==> config.mk <==
export PLATFORM = sky130hd
export DESIGN_NAME = cp0_exc_ctrl
export DESIGN_NICKNAME = d
export VERILOG_FILES = /design/src/rtl/cp0_exc_ctrl.sv
export SDC_FILE = /design/constraint.sdc
export NUM_CORES = 1
export LEC_CHECK = 0
export ABC_AREA = 1
export CAP_MARGIN = 20
export CORE_MARGIN = 10
export CORE_UTILIZATION = 45
export CTS_CLUSTER_SIZE = 8
export DETAILED_ROUTE_END_ITERATION = 10
export PLACE_DENSITY = 0.9
export SYNTH_ARGS = -nofsm -noshare
export SYNTH_HDL_FRONTEND = slang
export SYNTH_SLANG_ARGS = --single-unit
==> constraint.sdc <==
create_clock -name clk -period 2.3 [get_ports clk]
set_input_delay 0.23 -clock clk [delete_from_list [all_inputs] [get_ports clk]]
set_output_delay 0.23 -clock clk [all_outputs]
set_load 0.02 [all_outputs]
==> src/rtl/cp0_exc_ctrl.sv <==
// Coprocessor-0 exception/interrupt controller at the M stage: SR/Cause/EPC/PRId,
// exception and interrupt acceptance, handler redirect and eret return PC.
module cp0_exc_ctrl #(
  parameter logic [31:0] PRID         = 32'h0000_2024,
  parameter logic [31:0] HANDLER_ADDR = 32'h0000_4180
) (
  input  logic        clk,
  input  logic        reset,
  input  logic        we,
  input  logic [4:0]  addr,
  input  logic [31:0] wdata,
  output logic [31:0] rdata,
  input  logic [31:0] vpc,
  input  logic        bd_in,
  input  logic [4:0]  exc_code_in,
  input  logic [5:0]  hw_int,
  input  logic        eret,
  output logic        req,
  output logic [31:0] handler_pc,
  output logic [31:0] epc_out
);

  localparam logic [4:0] ADDR_SR    = 5'd12;
  localparam logic [4:0] ADDR_CAUSE = 5'd13;
  localparam logic [4:0] ADDR_EPC   = 5'd14;
  localparam logic [4:0] ADDR_PRID  = 5'd15;

  // EXL is carried by the FSM state.
  typedef enum logic {
    ST_NORMAL     = 1'b0,
    ST_IN_HANDLER = 1'b1
  } state_e;

  state_e      state_r;
  state_e      state_nxt_s;
  logic        exl_s;
  logic [5:0]  im_r;
  logic        ie_r;
  logic        bd_r;
  logic [5:0]  ip_r;
  logic [4:0]  exc_code_r;
  logic [31:0] epc_r;
  logic        int_req_s;
  logic        exc_req_s;
  logic        req_s;
  logic        sr_wr_s;
  logic        epc_wr_s;
  logic [31:0] epc_exc_s;

  assign exl_s      = (state_r == ST_IN_HANDLER);
  assign sr_wr_s    = we & (addr == ADDR_SR) & ~req_s;
  assign epc_wr_s   = we & (addr == ADDR_EPC) & ~req_s;
  assign epc_exc_s  = bd_in ? (vpc - 32'd4) : vpc;
  assign handler_pc = HANDLER_ADDR;
  assign req        = req_s;

  // State register: NORMAL / IN_HANDLER.
  always_ff @(posedge clk or negedge reset) begin
    if (!reset) begin
      state_r <= ST_NORMAL;
    end else begin
      state_r <= state_nxt_s;
    end
  end

  // Next-state: accepted request beats eret, eret beats an mtc0 to SR.
  always_comb begin
    state_nxt_s = state_r;
    if (req_s) begin
      state_nxt_s = ST_IN_HANDLER;
    end else if (eret) begin
      state_nxt_s = ST_NORMAL;
    end else if (sr_wr_s) begin
      state_nxt_s = wdata[1] ? ST_IN_HANDLER : ST_NORMAL;
    end else begin
      state_nxt_s = state_r;
    end
  end

  // Request decode; interrupts use the live lines, and reset masks everything.
  always_comb begin
    int_req_s = 1'b0;
    exc_req_s = 1'b0;
    if (!exl_s) begin
      int_req_s = ie_r & (|(hw_int & im_r));
      exc_req_s = (exc_code_in != 5'd0);
    end else begin
      int_req_s = 1'b0;
      exc_req_s = 1'b0;
    end
    req_s = reset & (int_req_s | exc_req_s);
  end

  // SR IM/IE: mtc0 writable unless a request claims the same edge.
  always_ff @(posedge clk or negedge reset) begin
    if (!reset) begin
      im_r <= 6'd0;
      ie_r <= 1'b0;
    end else if (sr_wr_s) begin
      im_r <= wdata[15:10];
      ie_r <= wdata[0];
    end else begin
      im_r <= im_r;
      ie_r <= ie_r;
    end
  end

  // Cause: IP tracks hw_int each cycle, BD/ExcCode captured on acceptance.
  always_ff @(posedge clk or negedge reset) begin
    if (!reset) begin
      ip_r       <= 6'd0;
      bd_r       <= 1'b0;
      exc_code_r <= 5'd0;
    end else if (req_s) begin
      ip_r       <= hw_int;
      bd_r       <= bd_in;
      exc_code_r <= int_req_s ? 5'd0 : exc_code_in;
    end else begin
      ip_r       <= hw_int;
      bd_r       <= bd_r;
      exc_code_r <= exc_code_r;
    end
  end

  // EPC: faulting PC (minus 4 in a delay slot) on acceptance, else mtc0.
  always_ff @(posedge clk or negedge reset) begin
    if (!reset) begin
      epc_r <= 32'd0;
    end else if (req_s) begin
      epc_r <= epc_exc_s;
    end else if (epc_wr_s) begin
      epc_r <= wdata;
    end else begin
      epc_r <= epc_r;
    end
  end

  // Forward an in-flight mtc0 EPC so a following eret needs no stall.
  always_comb begin
    if (we && (addr == ADDR_EPC)) begin
      epc_out = wdata;
    end else begin
      epc_out = epc_r;
    end
  end

  // mfc0 read mux.
  always_comb begin
    rdata = 32'd0;
    case (addr)
      ADDR_SR:    rdata = {16'd0, im_r, 8'd0, exl_s, ie_r};
      ADDR_CAUSE: rdata = {bd_r, 15'd0, ip_r, 3'd0, exc_code_r, 2'd0};
      ADDR_EPC:   rdata = epc_r;
      ADDR_PRID:  rdata = PRID;
      default:    rdata = 32'd0;
    endcase
  end

endmodule

Yosys cells after proc, flatten, opt, wreduce, memory -nomap -nowiden
Cells that the tools add are included.
{"block": "op_classes", "bitwise_logic": 9, "n_eq_ne": 4, "addsub": 1, "muxes": 12, "n_reduce_logical": 5}
{"cell": "2-to-1 mux 32 bit", "count": 4}
{"cell": "one-hot mux 32 bit (4 select lines)", "count": 1}
{"cell": "subtractor 32 x 3 -> 32 bit, second input constant", "count": 1}
{"cell": "equality test 5 x 4 -> 1 bit, second input constant", "count": 4}
{"cell": "bitwise AND 1 bit", "count": 6}
{"cell": "bitwise AND 6 bit", "count": 1}
{"cell": "2-to-1 mux 1 bit", "count": 6}
{"cell": "OR reduction 6 bit", "count": 1}
{"cell": "2-to-1 mux 5 bit", "count": 1}
{"cell": "nonzero test 5 bit", "count": 1}
{"cell": "nonzero test 3 bit", "count": 1}
{"cell": "nonzero test 2 bit", "count": 1}
{"cell": "logical AND 1 bit", "count": 1}
{"cell": "NOT 1 bit", "count": 1}
{"cell": "bitwise OR 1 bit", "count": 1}
{"block": "word_totals", "wordCells": 38, "input_bits": 85, "output_inout_bits": 97, "reg_bits": 52}

Logic depth before layout (Yosys ltp)
Gate-level depths: netlist (run 1).
{"block": "logic_depth", "word_depth": 11, "mapped_depth": 13, "mapped_depth_nobuf": 13}

Worst setup path before layout (run 1)
OpenSTA, ideal clock, no wires.
{"block": "synth_timing", "path_type": "input-to-output", "start": "in addr[3]", "end": "out epc_out[26]", "slack_ns": 0.683, "arrival_time_ns": 1.387, "stages": 7, "n_path_buf": 1, "path_cell_list": "nand2_1 -> nor2_4 -> nand2_4 -> nor2_8 -> inv_2 -> clkbuf_1 -> o21ai_0"}
{"block": "synth_via", "elab_chain_cells": 3}
{"element": "from (decl)", "line": "10", "rtl": "input logic [4:0] addr,"}
{"element": "equality test 5 x 4 -> 1 bit", "line": "140", "rtl": "if (we && (addr == ADDR_EPC)) begin"}
{"element": "logical AND 1 bit", "line": "140"}
{"element": "2-to-1 mux 32 bit", "line": "140"}
{"element": "to (decl)", "line": "20", "rtl": "output logic [31:0] epc_out"}
No other way between the ends.

Worst setup path in the final report (run 1)
{"block": "layout_timing", "start": "in addr[3]", "end": "out epc_out[10]"}
Same word-level chain as after synthesis.

==> results by group, run 1 <==
Clocking
  • H-tree levels: 2
  • Register clock-pin slew on the reported worst setup and hold paths: 0.10 ns
  • Sink Count: 52
  • Clock Path Buffers: 2
  • Clock Latency Late Sink: 0.31 ns
  • Root Buffer: clkbuf_8
  • TritonCTS clock tree: built
  • Post-CTS setup buffers: 0
  • Num CTS Buffers: 5

Synthesis
  • Asr flop ratio synth: 1.00
  • Area contributors post-synth: dfrtp_1 (33%), nand2_1 (17%), inv_1 (8.1%), nor2_1 (6.8%), buf_4 (6.1%)
  • Synthesized flop and latch total: 52
  • Area share of the largest cell type after synthesis: 0.328
  • Sequential cell area fraction in the yosys report: 0.328
  • Post-synth top cells: nand2_1 (184), inv_1 (86), nor2_1 (72)
  • Ys flop type: dfrtp_1
  • Area leader, netlist: dfrtp_1
  • Cells after synthesis: 605
  • EDFF count, synth: 0
  • Unique masters post-synth: 36
  • Cell with the most instances after synthesis: nand2_1
  • Syn avg cell area: 6.56 um^2
  • Synth warn: 0
  • Cell area after synthesis: 0.00397 mm^2

Place
  • Final RePlAce weighted congestion: 0.920
  • Placed Cells: 879
  • Port Buffers: 149
  • Hpwl dp: 11,000 um
  • Placed cell areas: 0.00564 mm^2

STA
  • Setup-failing EPs final: 0
  • Max Slew Vio Count: 0
  • Slew headroom: 0.543
  • Slew at the pin closest to its max-slew limit: 0.685 ns
  • Max frequency: 456 MHz
  • Setup TNS: 0 ns
  • Unrepaired setup endpoints after global routing: no
  • Final hold vios: 0
  • Worst clock skew: 0.00764 ns
  • Min Tclk post-route: 2.19 ns
  • Final worst-path cycle share: 0.954

Worst setup path
  • CP top delay family: buffers and inverters
  • Required time of the critical path: 2.07 ns
  • Worst Path Buf+Inv: 4
  • Crit path kind: input pin to output port
  • Slowest cell on crit path: clkdlybuf4s50_1
  • Worst r2r path cells: 9
  • Worst EP arrival: 1.96 ns
  • CP cell instances: clkdlybuf4s50_1, nand2_1, nor2_4, nand2_4, nor2_8, buf_12, nand2_1, o21a_1, inv_1, dlygate4sd2_1
  • Reg2reg end: im_r[3]
  • CP Max Fanout: 24
  • Critical path endpoint category: output port
  • Most frequent CP cell: nand2_1
  • FF-to-FF Start: im_r[0]
  • Crit start category: input pin
  • Reg-to-reg slack, setup: 0.53 ns
  • Slowest stage delay, CP: 0.47 ns

Cells and area
  • Fin nets: 865
  • Synthesis-to-layout area growth: 43.9%
  • Diodes inserted: 0
  • Final core utilization: 0.661
  • Post-route design area: 0.00571 mm^2
  • Layout cells sized above 1: 0.0962
  • Layout Cells excl Fill: 888

Global route
  • Initial antenna violation count: 0
  • Total grt overflow: 0
  • First-pass GRT wire length: 21,200 um
  • Number of global-route vias before repair: 4,407
  • Largest net degree at the start of global routing: 53
  • GRT Total Usage: 0.198

Pwr
  • Leakage: 3.08 nW
  • Design Power: 0.00321 W
  • Pwr Density: 562 mW/mm^2
  • Worst VDD drop: 373 uV

Route
  • WL final: 13,600 um
  • Routed vias/inst: 4.88
  • Post-route ant nets: 0
  • Detailed-route DRC error count: 0
  • Vias: 4,334
  • Drt first pass iters: 4
  • DR WL/cell: 15.3 um
  • DRT iter0 DRCs: 221

Job
  • Maxcap violations: 0

Floorplan
  • Die Height: 114 um
  • Top Ports: 182
  • Initial Utilization: 0.460
  • Cell row count: 34
  • Die Footprint: 0.0130 mm^2
  • Core area: 0.00864 mm^2
  • Die Wd: 114 um

Worst hold path
  • Min-delay worst type: input pin to async pin

Outcome
  • Outcome: completed
-- what timing repair did --
item	CTS	global route
resized for setup	65	2
cloned	0	1
hold endpoints to repair	0	0
setup endpoints to repair	64	6
hold buffers	0	0
-- report_power, final --
group	leakage [nW]	switching, W	total (W)	internal [W]
clock network	0.0614	0.000328	0.000685	0.000357
registers	0.628	0.0000901	0.00119	0.00110
logic	2.39	0.000767	0.00134	0.000569
-- layout make-up --
cell class,instances,area (um^2)
tap,108,135
clock inverter,2,38.8
clock buffer,6,82.6
timing repair buffer,187,1740
sequential,52,1300
inverter,89,337
multi-input combinational,444,2080
fill,751,2930
-- worst max-delay path by stage --
stage	start	to	slack [ns]	depth (start not counted)
after floorplan	addr[3]	epc_out[26]	0.68	7
after global placement	addr[3]	epc_out[10]	-0.12	10
after detailed placement	addr[3]	epc_out[7]	-0.23	10
after CTS	addr[3]	epc_out[10]	0.03	10
after global routing	addr[3]	epc_out[10]	0.008	10
final	addr[3]	epc_out[10]	0.11	10
-- state kept, by name, summed over array words and instances (netlist names) --
register and count:
bd_r 1, epc_r 32, exc_code_r 5, exl_s 1, ie_r 1, im_r 6, ip_r 6
-- metrics by stage --
step / hold slack [ns] / setup WS [ns]
final: 0.0602 / 0.106
after global routing: 0.120 / 0.00842
after CTS: 0.0839 / 0.0273
after detailed placement: 0.423 / -0.227
after global placement: 0.404 / -0.123
after floorplan: -0.0656 / 0.683
-- cells in the final DEF (no fill, tap or decap), types with 2 or more instances in the layout --
cell type	n
a21oi_1	5
buf_12	2
buf_4	35
clkbuf_8	6
clkdlybuf4s50_1	84
conb_1	32
dfrtp_1	52
dlygate4sd2_1	62
inv_1	86
inv_2	2
nand2_1	184
nand3_1	30
nand4_1	10
nor2_1	72
nor2_2	8
nor2_4	3
nor3_1	3
o211ai_1	4
o21a_1	5
o21ai_0	38
o21ai_1	13
o21ai_2	9
xnor2_1	3
xor2_1	14
-- cells by family after synthesis --
group / after synthesis / share of synthesized area
and+or+nand+nor: 318 / 0.340
buffers and inverters: 139 / 0.177
AOI/OAI and AO/OA: 76 / 0.112
DFF: 52 / 0.328
xor gates and xnor gates: 17 / 0.0375
other: 2 / 0.00189
adders and majority gates: 1 / 0.00315
-- layer usage --
layer  track usage  up-vias  part of all wire
met5             0        -                 0
met4        0.0668        0             0.021
met3        0.0472       24             0.081
met2         0.355      166              0.51
met1         0.223     1991              0.38
li1              -     2153                 -
No activity file was read; power rests on OpenSTA's default activity.
==> inputs of run 2 (changes only) <==
--- a/config.mk
+++ b/config.mk
@@ -11,7 +11,9 @@
 export CORE_UTILIZATION = 45
 export CTS_CLUSTER_SIZE = 8
 export DETAILED_ROUTE_END_ITERATION = 10
+export HOLD_SLACK_MARGIN = 0.03
 export PLACE_DENSITY = 0.9
+export SLEW_MARGIN = 20
 export SYNTH_ARGS = -nofsm -noshare
 export SYNTH_HDL_FRONTEND = slang
 export SYNTH_SLANG_ARGS = --single-unit
==> results of run 2 <==
Same layout as run 1: the final DEF is identical, and so are final timing and power.
